===== src/rtl/serial_frame_pkg.sv =====
// Shared types and constant helpers for the serial frame receiver.
package serial_frame_pkg;

    typedef enum logic [2:0] {
        ST_IDLE,
        ST_DATA,
        ST_PARITY,
        ST_STOP,
        ST_WAIT_IDLE
    } state_t;

    function automatic int frame_w(input int f, input int k);
        return f - k + 1;
    endfunction

    // Start + data + optional parity + stop, in bit periods.
    function automatic int frame_len(input int w, input bit parity_en);
        return w + (parity_en ? 3 : 2);
    endfunction

endpackage


===== src/rtl/serial_frame_shifter.sv =====
// LSB-first W-bit shift register with a running XOR of every bit shifted in.
module serial_frame_shifter #(
    parameter int W = 8
) (
    input  logic         clk,
    input  logic         rstn,
    input  logic         clr,
    input  logic         shift_en,
    input  logic         d,
    output logic [W-1:0] data,
    output logic         par
);

    logic [W-1:0] data_nxt;

    // First bit received ends up at bit 0 after W shifts.
    generate
        if (W == 1) begin : g_single
            assign data_nxt = d;
        end else begin : g_multi
            assign data_nxt = {d, data[W-1:1]};
        end
    endgenerate

    always_ff @(posedge clk or negedge rstn) begin
        if (!rstn) begin
            data <= '0;
            par  <= 1'b0;
        end else if (clr) begin
            data <= '0;
            par  <= 1'b0;
        end else if (shift_en) begin
            data <= data_nxt;
            par  <= par ^ d;
        end
    end

endmodule


===== src/rtl/serial_frame_rx.sv =====
// Serial frame receiver: start bit, W data bits LSB first, optional even parity,
// stop bit; delivers words on a valid/ready output with one-cycle error pulses.
module serial_frame_rx
    import serial_frame_pkg::*;
#(
    parameter int F         = 7,
    parameter int K         = 0,
    parameter int PARITY_EN = 1
) (
    input  logic       clk,
    input  logic       rstn,
    input  logic       d,
    output logic [F:K] q,
    output logic       q_valid,
    input  logic       q_ready,
    output logic       err_parity,
    output logic       err_frame,
    output logic       err_overrun
);

    localparam int W  = frame_w(F, K);
    localparam int CW = $clog2(W + 1);

    state_t          state, state_nxt;
    logic [CW-1:0]   cnt;
    logic            mismatch;
    logic [W-1:0]    sh_data;
    logic            sh_par;
    logic            sh_clr, sh_en, last_bit;
    logic            good, load, perr_nxt, ferr_nxt;

    serial_frame_shifter #(.W(W)) u_shifter (
        .clk      (clk),
        .rstn     (rstn),
        .clr      (sh_clr),
        .shift_en (sh_en),
        .d        (d),
        .data     (sh_data),
        .par      (sh_par)
    );

    always_comb begin
        state_nxt = state;
        sh_clr    = 1'b0;
        sh_en     = 1'b0;
        good      = 1'b0;
        perr_nxt  = 1'b0;
        ferr_nxt  = 1'b0;
        last_bit  = (cnt == CW'(W - 1));
        case (state)
            ST_IDLE: begin
                if (!d) begin
                    state_nxt = ST_DATA;
                    sh_clr    = 1'b1;
                end
            end
            ST_DATA: begin
                sh_en = 1'b1;
                if (last_bit)
                    state_nxt = (PARITY_EN != 0) ? ST_PARITY : ST_STOP;
            end
            ST_PARITY: state_nxt = ST_STOP;
            ST_STOP: begin
                // A bad stop bit masks any parity mismatch: one pulse per frame.
                if (d) begin
                    good      = !mismatch;
                    perr_nxt  = mismatch;
                    state_nxt = ST_IDLE;
                end else begin
                    ferr_nxt  = 1'b1;
                    state_nxt = ST_WAIT_IDLE;
                end
            end
            ST_WAIT_IDLE: begin
                if (d)
                    state_nxt = ST_IDLE;
            end
            default: state_nxt = ST_IDLE;
        endcase
        load = good && (!q_valid || q_ready);
    end

    always_ff @(posedge clk or negedge rstn) begin
        if (!rstn)
            state <= ST_IDLE;
        else
            state <= state_nxt;
    end

    always_ff @(posedge clk or negedge rstn) begin
        if (!rstn) begin
            cnt      <= '0;
            mismatch <= 1'b0;
        end else begin
            case (state)
                ST_IDLE: begin
                    cnt      <= '0;
                    mismatch <= 1'b0;
                end
                ST_DATA:   if (!last_bit) cnt <= cnt + 1'b1;
                ST_PARITY: mismatch <= d ^ sh_par;
                default: ;
            endcase
        end
    end

    always_ff @(posedge clk or negedge rstn) begin
        if (!rstn) begin
            q           <= '0;
            q_valid     <= 1'b0;
            err_parity  <= 1'b0;
            err_frame   <= 1'b0;
            err_overrun <= 1'b0;
        end else begin
            if (load)
                q <= sh_data;
            q_valid     <= load | (q_valid & ~q_ready);
            err_parity  <= perr_nxt;
            err_frame   <= ferr_nxt;
            err_overrun <= good & ~load;
        end
    end

endmodule


===== config.mk =====
export PLATFORM = sky130hd
export DESIGN_NAME = serial_frame_rx
export DESIGN_NICKNAME = d
export VERILOG_FILES = /design/src/rtl/serial_frame_pkg.sv /design/src/rtl/serial_frame_shifter.sv /design/src/rtl/serial_frame_rx.sv
export SDC_FILE = /design/constraint.sdc
export NUM_CORES = 1
export LEC_CHECK = 0
export ABC_AREA = 1
export CAP_MARGIN = 25
export CORE_ASPECT_RATIO = 1.4
export CORE_MARGIN = 1.5
export CORE_UTILIZATION = 35
export DETAILED_ROUTE_END_ITERATION = 10
export PLACE_DENSITY = 0.61
export SLEW_MARGIN = 20
export SYNTH_ARGS = -nofsm -noshare
export SYNTH_HDL_FRONTEND = slang
export SYNTH_SLANG_ARGS = --single-unit

===== constraint.sdc =====
create_clock -name clk -period 1.28 [get_ports clk]
set_input_delay 0.256 -clock clk [delete_from_list [all_inputs] [get_ports clk]]
set_output_delay 0.256 -clock clk [all_outputs]
set_load 0.03 [all_outputs]

==> metrics.yaml, run 1 <==
clocking:
  htree_levels: 2
  cts_tree: "built"
  cts_sinks: 29
  clk_latency_ps: 280
  ctsHoldBuffers: 0
  cts.path.max_buffers: 2
  cts_buffers: 5
  cts-root-buf: "clkbuf_8"
  path_clk_slew_ps: 60
routing:
  post_drt_wl_per_cell_um: 11.9
  drt_first_pass_iters: 4
  drcViolationCount: 0
  viasPerCell: 4.95
  antenna_left: 0
  drt_iter0_drc: 30
  wirelength_mm: 2.59
  vias: 1075
cells_and_area:
  final_common_cell: "nand2_1"
  postLayoutCoreUtil: 0.451
  final_cell_area_um2: 1640
  final_cell_mix: "nand2_1, dfrtp_1, nand3_1"
  antenna_cells: 0
  drive_above_1_share: 0.240
  nets: 179
  areaGrowthSynthToFinish_pct: 24.6
floorplanning:
  die-area_um2: 4150
  die_h_um: 75.6
  ios: 16
  initial_core_util: 0.362
  core_area_um2: 3640
  row_count: 26
  die_x_um: 54.9
grt:
  grt.overflow.total: 0
  grt_pass1_wl_mm: 4.31
  grt_usage: 0.151
  grt_pass1_vias: 1031
  antenna_found_initial: 0
  grt_max_degree: 30
setup_path:
  crit_path_end_kind: "primary output"
  path_class: "reg -> out"
  slowest_delay_ps: 360
  slowest_stage: "dfrtp_1"
  critPathBufInv: 1
  path_cells: "clkdlybuf4s15_1"
  start_kind: "flop"
  cp_data_required_time_ps: 1020
  crit_fanout: 1
  arrival_ps: 980
  critPathTopFamily: "flip-flops"
place:
  gp_congestion: 0.783
  dp_hpwl_mm: 1.85
  placed_cell_area_um2: 1540
  numPortBuffers: 15
  place_ws_ps: -164
timing:
  final.period_utilization: 0.965
  fin_crit_ps: 1230
  tightest_slew_ps: 301
  finClkSkew_ps: 5.18
  finalHoldViolCount: 0
  max_freq_ghz: 0.810
  fin_ws_ps: 45.4
  setup_violations: 0
  rsz0062_at_grt: "false"
  slew_viol_final: 0
  relSlewSlack: 0.800
pwr:
  powerDensity_nw_per_um2: 2460
  ir_drop_v: 0.00133
  power_w: 0.00403
  p_leak_nw: 0.878
synthesis:
  netlist_instances: 148
  yosys_register_bits: 29
  syn_area_um2: 1320
  synth_top_area_frac: 0.550
  synth_area_leaders: "dfrtp_1, nand2_1, nand3_1"
  ys_seq_area_frac: 0.550
  synth_top_cell_by_area: "dfrtp_1"
  ys_warn_count: 0
  synth.distinct_cells: 24
  synth_nets: 153
  syn_area_per_cell_um2: 8.91
hold_path:
  hp-class: "in -> async"
job:
  drv_cap: 0
outcome:
  outcome: "completed"
-- layout make-up --
cell class | count | area, um^2
inverters | 9 | 33.8
clock inverters | 1 | 30.0
clock buffers | 7 | 86.3
well taps | 42 | 52.6
fillers | 353 | 2000
flip-flops and latches | 29 | 727
repair buffers | 25 | 193
multi-input cells | 104 | 520
-- power by group --
| part | internal [W] | switching [W] |
|---|---|---|
| Clock | 0.000633 | 0.000337 |
| Combinational | 0.000573 | 0.000952 |
| Sequential | 0.00124 | 0.000295 |
| Total | 0.00245 | 0.00158 |
-- Yosys cell counts --
cell type / instances
nand2_2: 2
clkbuf_1: 1
clkbuf_2: 2
nor2_2: 2
o211ai_1: 1
nand2_4: 1
nand4_1: 11
a21oi_1: 1
buf_4: 1
buf_6: 2
ha_1: 1
xnor2_1: 1
inv_1: 8
nor2_4: 3
nor2_1: 6
o21ai_0: 3
o21ai_1: 2
nand2_1: 50
inv_2: 1
and3_1: 1
nand3_2: 1
dfrtp_1: 29
nand3_1: 17
or2_2: 1
-- final timing paths --
check,from,end,slack [ps],cells past startpoint
setup / recovery,err_parity$_DFF_PN0_,err_parity,50,1
hold / removal,rstn,q_valid$_DFF_PN0_,330,2
setup reg to reg,cnt[0]$_DFFE_PN0P_,cnt[2]$_DFFE_PN0P_,100,4
hold reg to reg,q[7]$_DFFE_PN0P_,q[7]$_DFFE_PN0P_,470,2
max in group asynchronous,rstn,state[2]$_DFFE_PN0P_,780,2
min in group clk,q[7]$_DFFE_PN0P_,q[7]$_DFFE_PN0P_,470,2
-- sequential cells by signal (all words and copies together), names as in the netlist --
signal	count
mismatch	1
err_parity	1
q_valid	1
err_overrun	1
u_shifter.par	1
state	3
q	8
u_shifter.data	8
err_frame	1
cnt	4
-- metrics by stage --
| stage | TNS [ps] | cells | hold WS (ps) |
|---|---|---|---|
| 5_1_grt | 0 | 217 | 330 |
| 6_report | 0 | 217 | 329 |
| 3_3_place_gp | -1710 | 207 | 453 |
| 3_5_place_dp | -2130 | 207 | 459 |
| 4_1_cts | 0 | 215 | 326 |
| 2_1_floorplan | 0 | 148 | -39.6 |
-- cell families (layout without fill, tap and decap cells) --
| family | count (synthesis) | count (layout) | synth area share |
|---|---|---|---|
| AO/OA/AOI/OAI | 7 | 7 | 0.0285 |
| AND/OR/NAND/NOR | 95 | 95 | 0.346 |
| XOR/XNOR | 1 | 1 | 0.00664 |
| adder cells (fa/ha/maj) | 1 | 1 | 0.00949 |
| flip-flops | 29 | 29 | 0.550 |
| buffers and inverters | 15 | 42 | 0.0588 |
-- metal layers --
metal | GRT usage | routed length (um) | vias to the layer above
li1 | - | - | 536
met1 | 0.144 | 1050 | 506
met2 | 0.257 | 1300 | 23
met3 | 0.0549 | 134 | 10
met4 | 0.108 | 102 | 0
met5 | 0 | 0 | -
-- timing repair --
| item | CTS | global route |
|---|---|---|
| setup endpoints to repair | 8 | 21 |
| hold endpoints to repair | 0 | 0 |
| pin swaps | 0 | 1 |
| buffers inserted | 0 | 2 |
| gates resized for setup | 14 | 12 |
Note: power is estimated with default switching activity, not from simulation.
==> run 2, diff against run 1 <==
--- a/config.mk
+++ b/config.mk
@@ -11,6 +11,7 @@
 export CORE_MARGIN = 1.5
 export CORE_UTILIZATION = 35
 export DETAILED_ROUTE_END_ITERATION = 10
+export HOLD_SLACK_MARGIN = 0.12
 export PLACE_DENSITY = 0.61
 export SLEW_MARGIN = 20
 export SYNTH_ARGS = -nofsm -noshare
==> results of run 2 <==
Same layout as run 1: the final DEF is identical, and so are final timing and power.
